--- src/rtl/uart_tx_arbiter_if.sv ---
// Handshake bundle between two packet sources, uart_tx_arbiter and the uart_tx byte input.
// Valid/ready: a byte moves on a rising clk edge where valid & ready are both high; while
// valid is high and ready is low the sender holds data and last stable; ready may depend on valid.
interface uart_tx_arbiter_if #(
  parameter int DATA_WIDTH_P = 8
);
  logic [DATA_WIDTH_P-1:0] req0_data_i;
  logic                    req0_valid_i;
  logic                    req0_last_i;
  logic                    req0_ready_o;
  logic [DATA_WIDTH_P-1:0] req1_data_i;
  logic                    req1_valid_i;
  logic                    req1_last_i;
  logic                    req1_ready_o;
  logic [DATA_WIDTH_P-1:0] tx_data_o;
  logic                    tx_valid_o;
  logic                    tx_ready_i;
  logic [1:0]              grant_o;
  logic                    wdog_err_o;
  logic [1:0]              state_dbg_o;

  modport slave (
    input  req0_data_i, req0_valid_i, req0_last_i,
    input  req1_data_i, req1_valid_i, req1_last_i,
    input  tx_ready_i,
    output req0_ready_o, req1_ready_o,
    output tx_data_o, tx_valid_o, grant_o, wdog_err_o, state_dbg_o
  );

  modport master (
    output req0_data_i, req0_valid_i, req0_last_i,
    output req1_data_i, req1_valid_i, req1_last_i,
    output tx_ready_i,
    input  req0_ready_o, req1_ready_o,
    input  tx_data_o, tx_valid_o, grant_o, wdog_err_o, state_dbg_o
  );
endinterface

--- src/rtl/uart_tx_arbiter.sv ---
// Packet-atomic round-robin arbiter feeding uart_tx through one registered output stage.
// Optional mid-packet stall watchdog is enabled by defining TX_ARB_WATCHDOG_EN.
module uart_tx_arbiter #(
  parameter int DATA_WIDTH_P  = 8,
  parameter int WDOG_CYCLES_P = 1024
) (
  input logic              clk_i,
  input logic              rst_ni,
  uart_tx_arbiter_if.slave bus
);

  localparam logic [1:0] IDLE = 2'd0;
  localparam logic [1:0] OWN0 = 2'd1;
  localparam logic [1:0] OWN1 = 2'd2;

  if (WDOG_CYCLES_P < 2) begin : g_wdog_param_check
    $error("WDOG_CYCLES_P must be at least 2");
  end

  logic [1:0]              state;
  logic [1:0]              state_nxt;
  logic                    last_served;
  logic                    last_served_nxt;
  logic [DATA_WIDTH_P-1:0] tx_data_q;
  logic                    tx_valid_q;
  logic                    out_free;
  logic                    rdy0;
  logic                    rdy1;
  logic                    acc0;
  logic                    acc1;
  logic                    accept;
  logic                    acc_last;
  logic [DATA_WIDTH_P-1:0] acc_data;
  logic                    wdog_fire;

  // The output register can take a new byte when empty or when its byte leaves this cycle.
  assign out_free = !tx_valid_q || bus.tx_ready_i;
  assign rdy0     = (state == OWN0) && out_free;
  assign rdy1     = (state == OWN1) && out_free;
  assign acc0     = bus.req0_valid_i && rdy0;
  assign acc1     = bus.req1_valid_i && rdy1;
  assign accept   = acc0 || acc1;
  assign acc_data = acc1 ? bus.req1_data_i : bus.req0_data_i;
  assign acc_last = acc1 ? bus.req1_last_i : bus.req0_last_i;

`ifdef TX_ARB_WATCHDOG_EN
  localparam int CNT_W = ($clog2(WDOG_CYCLES_P) > 0) ? $clog2(WDOG_CYCLES_P) : 1;

  logic [CNT_W-1:0] stall_cnt;
  logic             own_valid;
  logic             wdog_err_q;

  assign own_valid = (state == OWN1) ? bus.req1_valid_i : bus.req0_valid_i;
  assign wdog_fire = (state != IDLE) && !own_valid &&
                     (stall_cnt == CNT_W'(WDOG_CYCLES_P - 1));

  // Counts only cycles the owner has nothing to offer; a backpressured owner is not stalled.
  always_ff @(posedge clk_i or negedge rst_ni) begin
    if (!rst_ni) begin
      stall_cnt  <= '0;
      wdog_err_q <= 1'b0;
    end else begin
      wdog_err_q <= wdog_fire;
      if ((state == IDLE) || accept || wdog_fire) begin
        stall_cnt <= '0;
      end else if (!own_valid) begin
        stall_cnt <= stall_cnt + CNT_W'(1);
      end
    end
  end

  assign bus.wdog_err_o = wdog_err_q;
`else
  assign wdog_fire      = 1'b0;
  assign bus.wdog_err_o = 1'b0;
`endif

  always_comb begin
    state_nxt       = state;
    last_served_nxt = last_served;
    case (state)
      IDLE: begin
        if (bus.req0_valid_i && bus.req1_valid_i) begin
          state_nxt = last_served ? OWN0 : OWN1;
        end else if (bus.req0_valid_i) begin
          state_nxt = OWN0;
        end else if (bus.req1_valid_i) begin
          state_nxt = OWN1;
        end
      end
      OWN0: begin
        if ((acc0 && acc_last) || wdog_fire) begin
          state_nxt       = IDLE;
          last_served_nxt = 1'b0;
        end
      end
      OWN1: begin
        if ((acc1 && acc_last) || wdog_fire) begin
          state_nxt       = IDLE;
          last_served_nxt = 1'b1;
        end
      end
      default: state_nxt = IDLE;
    endcase
  end

  always_ff @(posedge clk_i or negedge rst_ni) begin
    if (!rst_ni) begin
      state       <= IDLE;
      last_served <= 1'b1;
      tx_data_q   <= '0;
      tx_valid_q  <= 1'b0;
    end else begin
      state       <= state_nxt;
      last_served <= last_served_nxt;
      if (accept) begin
        tx_data_q  <= acc_data;
        tx_valid_q <= 1'b1;
      end else if (bus.tx_ready_i) begin
        tx_valid_q <= 1'b0;
      end
    end
  end

  assign bus.req0_ready_o = rdy0;
  assign bus.req1_ready_o = rdy1;
  assign bus.tx_data_o    = tx_data_q;
  assign bus.tx_valid_o   = tx_valid_q;
  assign bus.grant_o      = {state == OWN1, state == OWN0};
  assign bus.state_dbg_o  = state;

endmodule

--- src/flat_wrapper.sv ---
// flat-port wrapper written by rule: the top's interface ports become plain ports
module uart_tx_arbiter_flat 
#(
  parameter int DATA_WIDTH_P  = 8,
  parameter int WDOG_CYCLES_P = 1024
)
  (clk_i, rst_ni, bus_req0_data_i, bus_req0_valid_i, bus_req0_last_i, bus_req1_data_i, bus_req1_valid_i, bus_req1_last_i, bus_tx_ready_i, bus_req0_ready_o, bus_req1_ready_o, bus_tx_data_o, bus_tx_valid_o, bus_grant_o, bus_wdog_err_o, bus_state_dbg_o);
  uart_tx_arbiter_if #(.DATA_WIDTH_P(DATA_WIDTH_P)) bus_i ();
  input logic clk_i;
  input logic rst_ni;
  input wire logic [$bits(bus_i.req0_data_i)-1:0] bus_req0_data_i;
  input wire logic [$bits(bus_i.req0_valid_i)-1:0] bus_req0_valid_i;
  input wire logic [$bits(bus_i.req0_last_i)-1:0] bus_req0_last_i;
  input wire logic [$bits(bus_i.req1_data_i)-1:0] bus_req1_data_i;
  input wire logic [$bits(bus_i.req1_valid_i)-1:0] bus_req1_valid_i;
  input wire logic [$bits(bus_i.req1_last_i)-1:0] bus_req1_last_i;
  input wire logic [$bits(bus_i.tx_ready_i)-1:0] bus_tx_ready_i;
  output wire logic [$bits(bus_i.req0_ready_o)-1:0] bus_req0_ready_o;
  output wire logic [$bits(bus_i.req1_ready_o)-1:0] bus_req1_ready_o;
  output wire logic [$bits(bus_i.tx_data_o)-1:0] bus_tx_data_o;
  output wire logic [$bits(bus_i.tx_valid_o)-1:0] bus_tx_valid_o;
  output wire logic [$bits(bus_i.grant_o)-1:0] bus_grant_o;
  output wire logic [$bits(bus_i.wdog_err_o)-1:0] bus_wdog_err_o;
  output wire logic [$bits(bus_i.state_dbg_o)-1:0] bus_state_dbg_o;
  assign bus_i.req0_data_i = bus_req0_data_i;
  assign bus_i.req0_valid_i = bus_req0_valid_i;
  assign bus_i.req0_last_i = bus_req0_last_i;
  assign bus_i.req1_data_i = bus_req1_data_i;
  assign bus_i.req1_valid_i = bus_req1_valid_i;
  assign bus_i.req1_last_i = bus_req1_last_i;
  assign bus_i.tx_ready_i = bus_tx_ready_i;
  assign bus_req0_ready_o = bus_i.req0_ready_o;
  assign bus_req1_ready_o = bus_i.req1_ready_o;
  assign bus_tx_data_o = bus_i.tx_data_o;
  assign bus_tx_valid_o = bus_i.tx_valid_o;
  assign bus_grant_o = bus_i.grant_o;
  assign bus_wdog_err_o = bus_i.wdog_err_o;
  assign bus_state_dbg_o = bus_i.state_dbg_o;
  uart_tx_arbiter #(.DATA_WIDTH_P(DATA_WIDTH_P), .WDOG_CYCLES_P(WDOG_CYCLES_P)) u_core (.clk_i(clk_i), .rst_ni(rst_ni), .bus(bus_i));
endmodule
--- config.mk ---
export PLATFORM = sky130hd
export DESIGN_NAME = uart_tx_arbiter_flat
export DESIGN_NICKNAME = d
export VERILOG_FILES = /design/src/rtl/uart_tx_arbiter_if.sv /design/src/rtl/uart_tx_arbiter.sv /design/src/flat_wrapper.sv
export SDC_FILE = /design/constraint.sdc
export NUM_CORES = 1
export LEC_CHECK = 0
export BUFFER_PORTS_ARGS = -buffer_cell sky130_fd_sc_hd__buf_2
export CORE_MARGIN = 4
export CORE_UTILIZATION = 42
export DETAILED_ROUTE_END_ITERATION = 10
export PLACE_DENSITY_LB_ADDON = 0.12
export SYNTH_ARGS = -nofsm -noshare
export SYNTH_HDL_FRONTEND = slang
export SYNTH_SLANG_ARGS = --single-unit
--- constraint.sdc ---
create_clock -name clk_i -period 1.9 [get_ports clk_i]
set_input_delay 0.095 -clock clk_i [delete_from_list [all_inputs] [get_ports clk_i]]
set_output_delay 0.095 -clock clk_i [all_outputs]
set_load 0.03 [all_outputs]
; Yosys cells after proc, flatten, opt, wreduce, memory -nomap -nowiden
; Index checks and enable logic that the tools add are counted.
; Widths: inputs -> output; s select.
[classes]
mux = 14
eq_ne = 5
n_reduce_logical = 15
[ops]
columns = operator, n
row1 = $mux 2, 6
row2 = $mux 8, 1
row3 = $logic_and 1x1->1, 7
row4 = $pmux 2 s3, 1
row5 = $reduce_and 3->1, 2
row6 = $mux 1, 5
row7 = $ne 2x1->1 const B, 2
row8 = $ne 4x3->1 const B, 1
row9 = $reduce_bool 2->1, 2
row10 = $eq 2x1->1 const B, 1
row11 = $eq 2x2->1 const B, 1
row12 = $logic_not 2->1, 1
row13 = $logic_or 1x1->1, 2
row14 = $pmux 1 s2, 1
row15 = $logic_not 1->1, 1
[word_totals]
reg_bits = 12
output_inout_bits = 16
input_bits = 23
wordCells = 38

; Longest topological paths before layout
[depth]
word_depth = 8
mapped_depth = 7
ltp_nobuf = 6

; Worst setup path before layout
; No wires, ideal clock.
[synth_timing]
kind = register to register
from = register u_core.state[1] (netlist: u_core.bus.state_dbg_o[1])
to = register u_core.last_served
setup_slack_ns = 0.058
required_ns = 1.818
setup_time_ns = 0.082
arrival_time_ns = 1.760
synth_period_minus_slack_ns = 1.842
path_buffers = 0
path_stages_with_launch = 7
cell_sequence = dfrtp_1 -> inv_1 -> ha_1 -> nor2b_1 -> o32ai_4 -> nand3_2 -> mux2_4
[synth_between]
elab_cells_between_ends = 14
classes_between = eq/ne (4) / mux (2) / reduce/logical (8)
[synth_rtl]
columns = element, line_no
row1 = from (decl), uart_tx_arbiter.sv:20  ; logic [1:0] state;
row2 = from (signal assigned), uart_tx_arbiter.sv:114  ; state <= state_nxt;
row3 = $eq 2x1->1 (*), --
row4 = net bus_grant_o[0], flat_wrapper.sv:22  ; output wire logic [$bits(bus_i.grant_o)-1:0] bus_grant_o;
row5 = $logic_and 1x1->1, uart_tx_arbiter.sv:38  ; assign rdy0 = (state == OWN0) && out_free;
row6 = $logic_and 1x1->1, uart_tx_arbiter.sv:40  ; assign acc0 = bus.req0_valid_i && rdy0;
row7 = $logic_and 1x1->1, uart_tx_arbiter.sv:92  ; if ((acc0 && acc_last) || wdog_fire) begin
row8 = $ne 2x1->1 (no source line), --
row9 = $reduce_and 3->1 (no source line), --
row10 = to (signal assigned), uart_tx_arbiter.sv:115  ; last_served <= last_served_nxt;
row11 = to (decl), uart_tx_arbiter.sv:22  ; logic last_served;
; Mark *: on every way through the listed nets, which the timed path passes. The rest lies on a longest branch.
; A chain may end at the register's enable or synchronous reset.

; Worst setup path in the final report
[layout_timing]
from = register u_core.state[0] (netlist: u_core.bus.state_dbg_o[0])
to = register u_core.last_served
[layout_between]
elab_chain_len = 7
elab_cells_between_ends = 14
classes_between = eq/ne (4) / mux (2) / reduce/logical (8)
[layout_lines]
columns = element, line_no
row1 = $eq 2x2->1, "uart_tx_arbiter.sv:39, uart_tx_arbiter.sv:81"
row2 = $logic_and 1x1->1, uart_tx_arbiter.sv:39  ; assign rdy1 = (state == OWN1) && out_free;
row3 = $logic_and 1x1->1, uart_tx_arbiter.sv:41  ; assign acc1 = bus.req1_valid_i && rdy1;
row4 = $mux 1, uart_tx_arbiter.sv:44  ; assign acc_last = acc1 ? bus.req1_last_i : bus.req0_last_i;
row5 = $logic_and 1x1->1 (on tied branches), "uart_tx_arbiter.sv:98, uart_tx_arbiter.sv:92"
row6 = $ne 2x1->1 (no source line), --
row7 = $reduce_and 3->1 (no source line), --
; Several ways; a longest one is shown, not always the timed one.

==> run metrics <==
antenna violations before repair 0; Final #Nets 137; cells along the critical path inv_1 -> ha_2 -> nand2_2 -> o32ai_4 -> nand3_2 -> mux2_4; Syn. warnings 0; fmax 578 MHz; Worst R2R Setup Slack 170 ps; Tmin final 1730 ps; post-route ant nets 0; Area after DPL 902 µm²; Total Routing Usage GR 0.153; Worst setup EP type register; clock root cell clkbuf_4; io pins 39; Max FO, Critical Path 6; H-tree levels 1; top cells by count, synth dfrtp_1, nand2_1, mux2i_1, o21ai_0, inv_1; antenna cells 0; DR iter-0 viols 4; status finished, final reports clean; DR pass1 iterations 4; Hold Path Stages 3; post-synth top area share 0.389; worst path bufs/invs 1; reg2reg end u_core.last_served; final worst-path cycle share 0.911; Tot Pwr 1550 µW; TritonCTS Buffers 3; Sink Count 12; Post-Route Hold Slack 19.9 ps; Post-Route WL 1.66 mm; slowest stage delay, CP 410 ps; Seq/Total Area, Yosys 0.427; Core ar. 1540 µm²; FF-to-FF path depth 6; class of the worst hold path input port to register; ys async rst share 1.00; Die Width 49.0 µm; # rows 14; first-pass GRT wire length 2.92 mm; Critical Path RT 2100 ps; critical path class register to register; Cell variety after synth 29; Final Max Slew Viols 0; Clock Tree Buf Depth 2; top-count cell post-synth dfrtp_1; Hold Startpoint bus_req1_data_i[6]; mapped cell area 707 µm²; drt via density 5.06; area grow syn2layout 33.1%; Post-Layout Cell Count 126; number of buffers added on ports 37; CP delay by family, top flip-flops; final setup vio count 0; Max Cap Viol 0; CP arrival 1930 ps; number of global-route vias before repair 665; Syn Nets 96; Synth Instances 70; die area 2400 µm²; share of cells above drive strength 1 0.455; Hold Fails Final Rpt 0; Peak VDD IR 947 µV; Layout Skew 0.601 ps; drt drc 0; RSZ-0062 raised after global routing no; r2r startpoint u_core.bus.state_dbg_o[0]; CP startpoint kind register; Design Area, Final 941 µm²; largest cells by area after synthesis dfrtp_1, mux2i_1, o21ai_0; post-synthesis register bit count 12; routed len/inst 13.1 µm; largest net degree at the start of global routing 17; CTS tree built; top_reg_cell synth dfrtp_1; setup tns final 0 ps; Worst path slowest cell dfrtp_1; clock-pin slew on the worst setup and hold paths 80 ps; end point of the worst hold path u_core.bus.tx_data_o[6]; GP Congestion 0.735; cell taking the most area after synthesis dfrtp_1; EDFF count, synth 0; hpwl dp 1.38 mm; Starting Density 0.459; Power Dens Cells 1650 nW/µm²; Placed Cells incl. Taps 121; Clock Latency Late Sink 270 ps; vias 638; die height 49.0 µm; grt total ovfl 0; Leak 0.000536 µW; Avg Cell Area, Syn 10.1 µm²
[timing repair]
action	in CTS	in global routing
hold endpoints to repair	12	0
setup buffers	0	0
hold buffers	1	0
setup endpoints to repair	0	1
resized for setup	0	1
[where the power goes]
group	internal, µW	switching [µW]	leakage, µW
Clock	81.2	85.5	0.0000150
Combinational	339	593	0.000374
Sequential	381	68.3	0.000147
[placed cells by master (no fill, tap or decap), types with 2 or more instances in the layout]
| cell | n |
|---|---|
| buf_2 | 37 |
| ha_1 | 2 |
| mux2i_1 | 8 |
| inv_1 | 5 |
| clkbuf_4 | 3 |
| nand2_1 | 9 |
| dfrtp_1 | 11 |
| buf_4 | 2 |
| nand3_1 | 2 |
| o21ai_0 | 8 |
[layout make-up]
type	count	area (µm²)
clock buffers	4	26.3
repair buffers	40	210
inverters	5	18.8
well taps	16	20.0
multi-input cells	49	364
flip-flops and latches	12	302
fillers	145	601
[tightest hold or removal path: cells and delay by family]
| family | cells | cell delay (ps) |
|---|---|---|
| AOI/OAI and AO/OA | 1 | 50 |
| and+or+nand+nor | 1 | 30 |
| buffers and inverters | 1 | 70 |
[logic make-up after synthesis]
kind of cell    count (synthesis)  synth area share
flops                          12             0.427
fa+ha+maj                       3            0.0531
mux                             9             0.135
compound gates                 14             0.147
simple gates                   22             0.172
buf+inv                         9            0.0619
other cells                     1           0.00530
[how the worst max path moves through the flow]
stage	depth (start not counted)	startpoint	endpoint	slack (ps)
final	6	u_core.bus.state_dbg_o[0]	u_core.last_served	170
after global routing	6	u_core.bus.state_dbg_o[0]	u_core.last_served	50
after CTS	6	u_core.bus.state_dbg_o[0]	u_core.last_served	80
after detailed placement	6	u_core.bus.state_dbg_o[0]	u_core.last_served	90
after global placement	6	u_core.bus.state_dbg_o[0]	u_core.last_served	210
after floorplan	6	u_core.bus.state_dbg_o[1]	u_core.last_served	60
[per-stage QoR]
| step | worst slack [ps] | utilization |
|---|---|---|
| 3_5_place_dp | 93.8 | 0.585 |
| 4_1_cts | 84.4 | 0.609 |
| 5_1_grt | 54.2 | 0.610 |
| 2_1_floorplan | 57.9 | - |
| 6_report | 170 | 0.610 |
| 3_3_place_gp | 207 | 0.585 |
[flip-flops by register name (all words and copies together), names as in the netlist]
register and count:
u_core.bus.tx_valid_o 1, u_core.bus.state_dbg_o 2, u_core.bus.tx_data_o 8, u_core.last_served 1
[routing by layer]
metal / track usage / vias up / wire length, µm
li1: - / 322 / -
met1: 0.159 / 290 / 669
met2: 0.280 / 24 / 855
met3: 0.0581 / 2 / 120
met4: 0.0404 / 0 / 9
met5: 0 / - / 0
Power figures use the tool's default switching activity.
